==> src/rtl/melody_sequencer.sv <==
// Score player: steps through a writable note memory at a programmable tempo
// and drives the current note index to the tone stage, using one clock domain.
module melody_sequencer #(
  parameter int STEP_CYCLES = 3125000,
  parameter int NOTE_W      = 5,
  parameter int DEPTH       = 128,
  parameter int ADDR_W      = 7
) (
  input  logic              clk,
  input  logic              reset,
  input  logic              wr_en,
  input  logic [ADDR_W-1:0] wr_addr,
  input  logic [NOTE_W-1:0] wr_data,
  input  logic [ADDR_W-1:0] last_addr,
  input  logic              start,
  input  logic              stop,
  input  logic              pause,
  input  logic              loop,
  input  logic [1:0]        tempo,
  input  logic              artic_en,
  output logic [NOTE_W-1:0] note_index,
  output logic [ADDR_W-1:0] step_addr,
  output logic              playing,
  output logic              paused,
  output logic              done,
  output logic              wrap
);

  localparam int PW = $clog2(STEP_CYCLES + 1);
  localparam logic [PW-1:0] STEP_P = PW'(STEP_CYCLES);

  typedef enum logic [1:0] {IDLE, PLAY, PAUSE} state_t;

  state_t            state, state_n;
  logic [PW-1:0]     presc, presc_n;
  logic [ADDR_W-1:0] addr_n;
  logic [NOTE_W-1:0] note_n;
  logic              done_n, wrap_n;
  logic [PW-1:0]     limit, thr;
  logic              tick;
  logic [NOTE_W-1:0] mem [DEPTH];

  // Score memory is never reset; a same-cycle read sees the old word.
  always_ff @(posedge clk) begin
    if (wr_en) mem[wr_addr] <= wr_data;
  end

  assign limit = (STEP_P >> tempo) - PW'(1);
  assign thr   = limit - (limit >> 2);
  assign tick  = (state == PLAY) && (presc >= limit);

  always_comb begin
    state_n = state;
    presc_n = presc;
    addr_n  = step_addr;
    done_n  = 1'b0;
    wrap_n  = 1'b0;
    if (stop) begin
      state_n = IDLE;
      presc_n = '0;
      addr_n  = '0;
    end else if (start) begin
      state_n = PLAY;
      presc_n = '0;
      addr_n  = '0;
    end else begin
      case (state)
        PLAY: begin
          if (pause) begin
            state_n = PAUSE;
          end else if (tick) begin
            presc_n = '0;
            if (step_addr != last_addr) begin
              addr_n = step_addr + ADDR_W'(1);
            end else if (loop) begin
              addr_n = '0;
              wrap_n = 1'b1;
            end else begin
              addr_n  = '0;
              state_n = IDLE;
              done_n  = 1'b1;
            end
          end else begin
            presc_n = presc + PW'(1);
          end
        end
        PAUSE: begin
          if (pause) state_n = PLAY;
        end
        default: ;
      endcase
    end
    // Mute decision uses the same cycle's position so it lines up with the note.
    note_n = '0;
    if (state == PLAY && !(artic_en && presc >= thr)) note_n = mem[step_addr];
  end

  always_ff @(posedge clk) begin
    if (reset) begin
      state      <= IDLE;
      presc      <= '0;
      step_addr  <= '0;
      note_index <= '0;
      playing    <= 1'b0;
      paused     <= 1'b0;
      done       <= 1'b0;
      wrap       <= 1'b0;
    end else begin
      state      <= state_n;
      presc      <= presc_n;
      step_addr  <= addr_n;
      note_index <= note_n;
      playing    <= (state_n == PLAY);
      paused     <= (state_n == PAUSE);
      done       <= done_n;
      wrap       <= wrap_n;
    end
  end

endmodule

==> config.mk <==
export PLATFORM = sky130hd
export DESIGN_NAME = melody_sequencer
export DESIGN_NICKNAME = d
export VERILOG_FILES = /design/src/rtl/melody_sequencer.sv
export SDC_FILE = /design/constraint.sdc
export NUM_CORES = 1
export LEC_CHECK = 0
export ABC_AREA = 1
export CORE_MARGIN = 2
export CORE_UTILIZATION = 23
export DETAILED_ROUTE_END_ITERATION = 10
export GPL_ROUTABILITY_DRIVEN = 0
export PLACE_DENSITY_LB_ADDON = 0.12
export SLEW_MARGIN = 20
export SYNTH_ARGS = -nofsm -noshare
export SYNTH_HDL_FRONTEND = slang
export SYNTH_SLANG_ARGS = --single-unit
==> constraint.sdc <==
create_clock -name clk -period 3.9 [get_ports clk]
set_input_delay 0.78 -clock clk [delete_from_list [all_inputs] [get_ports clk]]
set_output_delay 0.78 -clock clk [all_outputs]
set_load 0.05 [all_outputs]
==> results of run 1 <==
cell usage after synthesis, types with 25 or more instances:
cell / count / area (um2)
nand2_1: 210 / 788
nand3_1: 109 / 546
inv_1: 79 / 297
nor2_1: 555 / 2080
a21oi_1: 43 / 215
o211ai_1: 59 / 443
dfxtp_1: 40 / 801
clkbuf_1: 59 / 221
ha_1: 48 / 601
o22ai_1: 89 / 557
edfxtp_1: 640 / 19200
buf_4: 25 / 188
o21ai_0: 301 / 1510
buf_2: 36 / 180
o21ai_1: 29 / 145
logic make-up after synthesis:
family          count (synthesis)
xor+xnor                       21
flops                         680
other cells                     1
compound gates                554
fa+ha+maj                      48
simple gates                  933
buf+inv                       231
power by group:
group | internal, mW | switching, mW | total, mW | leakage [nW]
clock network | 4.35 | 3.09 | 7.43 | 1.27
registers | 8.00 | 0.00736 | 8.01 | 6.08
logic | 0.0837 | 0.280 | 0.364 | 3.77
total | 12.4 | 3.37 | 15.8 | 11.1
per-layer routing:
| layer | up-vias | wire length, um |
|---|---|---|
| li1 | 9045 | - |
| met1 | 9687 | 42000 |
| met2 | 439 | 43000 |
| met3 | 122 | 4330 |
| met4 | 0 | 2040 |
| met5 | - | 0 |
flip-flops by register name, summed over array words and instances (netlist names), 2 cells and up:
name,count
mem,640
note_index,5
presc,22
state,2
step_addr,7
cell usage in the layout (no fill, tap or decap), types with 2 or more instances in the layout:
master	n
edfxtp_1	640
nor2_1	554
o21ai_0	301
nand2_1	210
nand3_1	109
o22ai_1	89
clkbuf_16	84
inv_1	79
buf_4	62
o211ai_1	59
ha_1	48
a21oi_1	43
clkdlybuf4s50_1	39
dfxtp_1	37
o21ai_1	29
nor3_1	19
clkinv_2	19
o221ai_1	19
nand4_1	18
clkinv_1	17
xor2_1	15
clkbuf_1	14
buf_12	14
a211oi_1	7
xnor2_1	6
bufinv_16	6
inv_2	5
nor2_2	5
inv_6	5
clkinvlp_4	4
nand2_2	3
nor4_1	3
o21bai_1	2
nor3b_2	2
a221oi_1	2
dfxtp_4	2
stage by stage:
step | total power, mW | cells | TNS (ps)
finish | 15.8 | 4239 | 0
global route | 16.3 | 4239 | 0
CTS | 16.0 | 4239 | 0
detailed placement | 8.54 | 4092 | -10.8
global placement | 8.54 | 4092 | 0
floorplan | 8.27 | 2468 | 0
final cells by class:
cell class | instances | area, um2 | share of cell area, %
Sequential cell | 680 | 20000 | 59.0
Clock buffer | 98 | 2150 | 6.35
Timing Repair Buffer | 115 | 1140 | 3.35
Clock inverter | 49 | 437 | 1.29
Inverter | 90 | 348 | 1.03
Multi-Input combinational cell | 1557 | 7750 | 22.9
Tap cell | 1650 | 2060 | 6.09
final timing paths:
check	startpoint	to	slack, ps	depth (start not counted)
worst min register to register	presc[21]	presc[21]	490	2
worst max-delay path	tempo[0]	presc[14]	680	16
worst min-delay path	presc[21]	presc[21]	490	2
worst max register to register	step_addr[4]	note_index[4]	880	8
worst max-delay path: stages:
cell and delay, ps:
clkdlybuf4s50_1 500, inv_1 140, ha_1 270, inv_1 100
nand3_1 110, xnor2_1 240, ha_1 290, nand3_1 80
nand2_1 50, a21oi_1 120, nand2_1 70, nor2_1 120
nand3_2 140, nand2_4 170, nand2_2 250, a221oi_1 320
==> flow_summary.toml, run 1 <==
[drt]
vias_per_cell = 4.55
ant_nets = 0
drt_iter0_markers = 1345
drtPass1Iterations = 5
wirelength_mm = 91.4
wl_per_cell_um = 21.6
drc = 0
vias = 19300

[job]
maxCapViolations = 0

[sta]
grt_setup_unrepaired = "false"
drv_slew = 0
skew_ps = 23.4
worstMarginPinSlew_ps = 961
fin_hold_ws_ps = 486
finalWorstSetupSlack_ps = 679
max_freq_ghz = 0.310
hold_viol = 0
finalCriticalPeriod_ps = 3220
post-route-period-util_pct = 82.6
slew_headroom_pct = 35.5
setup_violations = 0

[critical_path]
critPathArrivalTime_ps = 3760
crit_path_end_kind = "flip-flop"
worstPathMaxFanout = 17
worstPathRequired_ps = 4440
crit_type = "input pin to flip-flop"
critPathLaunchType = "input pin"

[die]
dieArea_mm2 = 0.129
num_io_pins = 45
rows = 130
core_area_mm2 = 0.125
start_util_pct = 23.1
chipHeight_um = 359
die_w_um = 359

[clock_tree]
root_buffer = "clkbuf_16"
clk_latency_ps = 640
clkTransAtPathRegs_ps = 60
h-tree-depth = 3
postCtsHoldBufs = 0
postCtsResizedCells = 0
cts.sinks = 680
cts_inserted_buffers = 82
cts_buffer_depth = 3
post_cts_buffers = 0
cts_tree = "yes"

[placement]
port_buffers = 44
pre_cts_slack_ps = -10.8
dp_hpwl_mm = 55.9
place_area_mm2 = 0.0313

[synthesis]
synthSimpleGateAreaFrac_pct = 13.2
synth_compound_area_share_pct = 10.9
synth_edf_count = 640
synth.distinct_cells = 47
synth_cells = 2468
synth_area_per_cell_um2 = 11.7
syn-cell-area_mm2 = 0.0289
seq_area_frac_synth_pct = 69.2
synth_adder_area_share_pct = 2.08
postSynthNetCount = 2545
muxShareOfSynthArea_pct = 0
synth-xor-area-share_pct = 0.636
synth_flop_cell = "edfxtp_1"
synth_top_family_by_area = "simple AND/OR/NAND/NOR gates"
yosys_warnings = 0
synth_seq_cells = 680
synth_async_sr_flop_share_pct = 0

[global_routing]
gr-total-overflow = 0
use_met3_pct = 2.64
grt_util_all_layers_pct = 14.1
gr-usage-met1_pct = 18.9
grt_pass1_wl_mm = 134
grt.busiest_layer = "met2"
antenna_found_initial = 2
grt_pass1_vias = 19900
grt_use_met2_pct = 23.4
grt_max_degree = 126

[status]
run_status = "finished, final reports clean"

[min_path]
worstHoldPathType = "flip-flop to flip-flop"

[power]
leakage_nw = 11.1
irDropWorstVdd_uv = 284
p_per_area_mw_per_mm2 = 466

[final_layout]
final_core_util_pct = 27.1
antenna_cells = 0
stdcell_area_mm2 = 0.0339
nFillCells = 13100
num-nets-final = 2603
syn_to_final_growth_pct = 17.3
drive_gt1_share_pct = 8.69
Power figures use the tool's default switching activity.
==> inputs of run 2 (changes only) <==
==> constraint.sdc (replaced) <==
create_clock -name clk -period 3.3 [get_ports clk]
set_input_delay 0.66 -clock clk [delete_from_list [all_inputs] [get_ports clk]]
set_output_delay 0.66 -clock clk [all_outputs]
set_load 0.05 [all_outputs]
==> run 2 against run 1 <==
Total power increased by 17%; final area grew 1.6%; via count grew 1.5%; sequential share of layout area down 0.94 points; count of clock-buffer cells in the layout rose by 5; hold slack got worse by 15 ps; critical path type unchanged; highest routed layer unchanged.
==> flow_summary.toml, run 2 (synthesis results as in run 1) <==
[status]
run_status = "finished, final reports clean"

[global_routing]
grt_pass1_vias = 20200
use_met3_pct = 2.62
grt_util_all_layers_pct = 14.3
gr-total-overflow = 0
grt_pass1_wl_mm = 135
gr-usage-met1_pct = 18.8
grt_max_degree = 150
grt_use_met2_pct = 23.8
grt.busiest_layer = "met2"
antenna_found_initial = 4

[final_layout]
drive_gt1_share_pct = 10.7
final_cells = 4308
syn_to_final_growth_pct = 19.2
reg.largest.list = "mem: 640 flops, presc: 22 flops, step_addr: 7 flops"
nFillCells = 13000
multi_input_area_mm2 = 0.00775
largest-register = "mem"
regArea_mm2 = 0.0200
antenna_cells = 0
num-nets-final = 2669
layout_commonest_cell = "edfxtp_1"
final_cell_mix = "edfxtp_1 (640), nor2_1 (554), o21ai_0 (301)"
largest_reg_flops = 640

[drt]
drtPass1Iterations = 5
drc = 0
wirelength_mm = 91.8
wl_per_cell_um = 21.3
ant_nets = 0
vias_per_cell = 4.55
drt_iter0_markers = 1428
vias = 19600

[sta]
drv_slew = 0
grt_setup_unrepaired = "false"
slew_headroom_pct = 36.8
max_freq_ghz = 0.338
hold_viol = 0
worstMarginPinSlew_ps = 949
finalCriticalPeriod_ps = 2960
setup_violations = 0
skew_ps = 40.5
fin_hold_ws_ps = 472
post-route-period-util_pct = 89.6

[critical_path]
crit_type = "input pin to flip-flop"
crit_path_end_kind = "flip-flop"
critical_path.endpoint = "playing"
cp-startpoint = "tempo[0]"
timing.rr.end = "note_index[3]"
worstPathMaxFanout = 3
rrSetupSlack_ps = 440
critPathLaunchType = "input pin"
worstReg2RegStart = "step_addr[0]"
critPathArrivalTime_ps = 3500
worstRegToRegCells = 10
worstPathRequired_ps = 3840

[die]
dieArea_mm2 = 0.129
core_area_mm2 = 0.125
rows = 130
die_w_um = 359
chipHeight_um = 359
start_util_pct = 23.1
num_io_pins = 45

[clock_tree]
cts.sinks = 680
cts_inserted_buffers = 81
clkTransAtPathRegs_ps = 60
root_buffer = "clkbuf_16"
h-tree-depth = 3
cts_buffer_depth = 3
cts_tree = "yes"
clk_latency_ps = 680
post_cts_buffers = 0

[placement]
dp_hpwl_mm = 57.5
dp_cells = 4159
port_buffers = 44

[power]
clockPowerShare_pct = 46.4
leakage_nw = 11.5
switching_share_pct = 22.0
p_per_area_mw_per_mm2 = 537
irDropWorstVdd_uv = 350
combPwrFrac_pct = 2.5
p_seq_share_pct = 51.1
switchingPower_mw = 4.08
p_int_mw = 14.4

[job]
maxCapViolations = 0

[min_path]
worstHoldPathType = "input pin to flip-flop"
-- run 2: cell type report --
cell class / instances / share of cell area [%]
Clock inverter: 46 / 1.11
Timing Repair Buffer: 182 / 5.08
Multi-Input combinational cell: 1557 / 22.5
Tap cell: 1650 / 5.99
Clock buffer: 103 / 6.21
Sequential cell: 680 / 58.1
Inverter: 90 / 1.01
-- run 2: repair_timing --
item,in CTS,in global routing
resized for setup,1,0
hold buffers,0,0
endpoints found under the setup margin,1,0
-- run 2: layer usage --
metal	wire length [um]	vias up	share of wire (%)
met5	0	-	0
met4	2620	0	2.9
met3	4140	140	4.5
met2	43500	468	47
met1	41600	9791	45
li1	-	9181	-
-- run 2: worst min-delay path by stage --
stage                     from         end  slack (ps)  cells after the start
global route        wr_data[1]  mem[70][1]         460                      1
detailed placement    presc[0]    presc[0]         490                      2
floorplan            presc[21]   presc[21]         450                      2
finish              wr_data[1]  mem[69][1]         470                      1
global placement      presc[0]    presc[0]         470                      2
CTS                 wr_data[1]  mem[69][1]         440                      1
-- run 2: per-stage QoR --
step / util [%] / setup WS (ps) / power (mW) / instance area (um2) / setup TNS, ps
floorplan: - / 557 / 9.78 / 28900 / 0
global placement: 25.5 / -337 / 10.1 / 31900 / -6740
detailed placement: 25.5 / -283 / 10.1 / 31900 / -6690
CTS: 27.5 / 302 / 18.8 / 34500 / 0
global route: 27.5 / 129 / 19.2 / 34500 / 0
finish: 27.5 / 342 / 18.5 / 34500 / 0
-- run 2: worst max-delay path: stages --
cell,delay [ps]
clkdlybuf4s50_1,450
inv_1,120
buf_4,140
ha_1,190
nand3_1,120
xnor2_1,260
ha_1,300
nand3_1,90
nand2_1,50
a21oi_1,150
nand2_1,70
nor2_1,130
nand3_2,130
buf_4,170
nand2_1,80
nand2_1,50
nand2_1,50
nand2_1,70
a21oi_1,140
nor2_1,60
-- run 2: power groups by stage --
stage          logic (mW)  registers [mW]  clock network [mW]
6_report            0.465            9.47                8.59
5_1_grt             0.513            9.46                9.19
4_1_cts             0.479            9.47                8.87
3_5_place_dp        0.478            9.65                   0
3_3_place_gp        0.479            9.65                   0
2_1_floorplan       0.120            9.66                   0
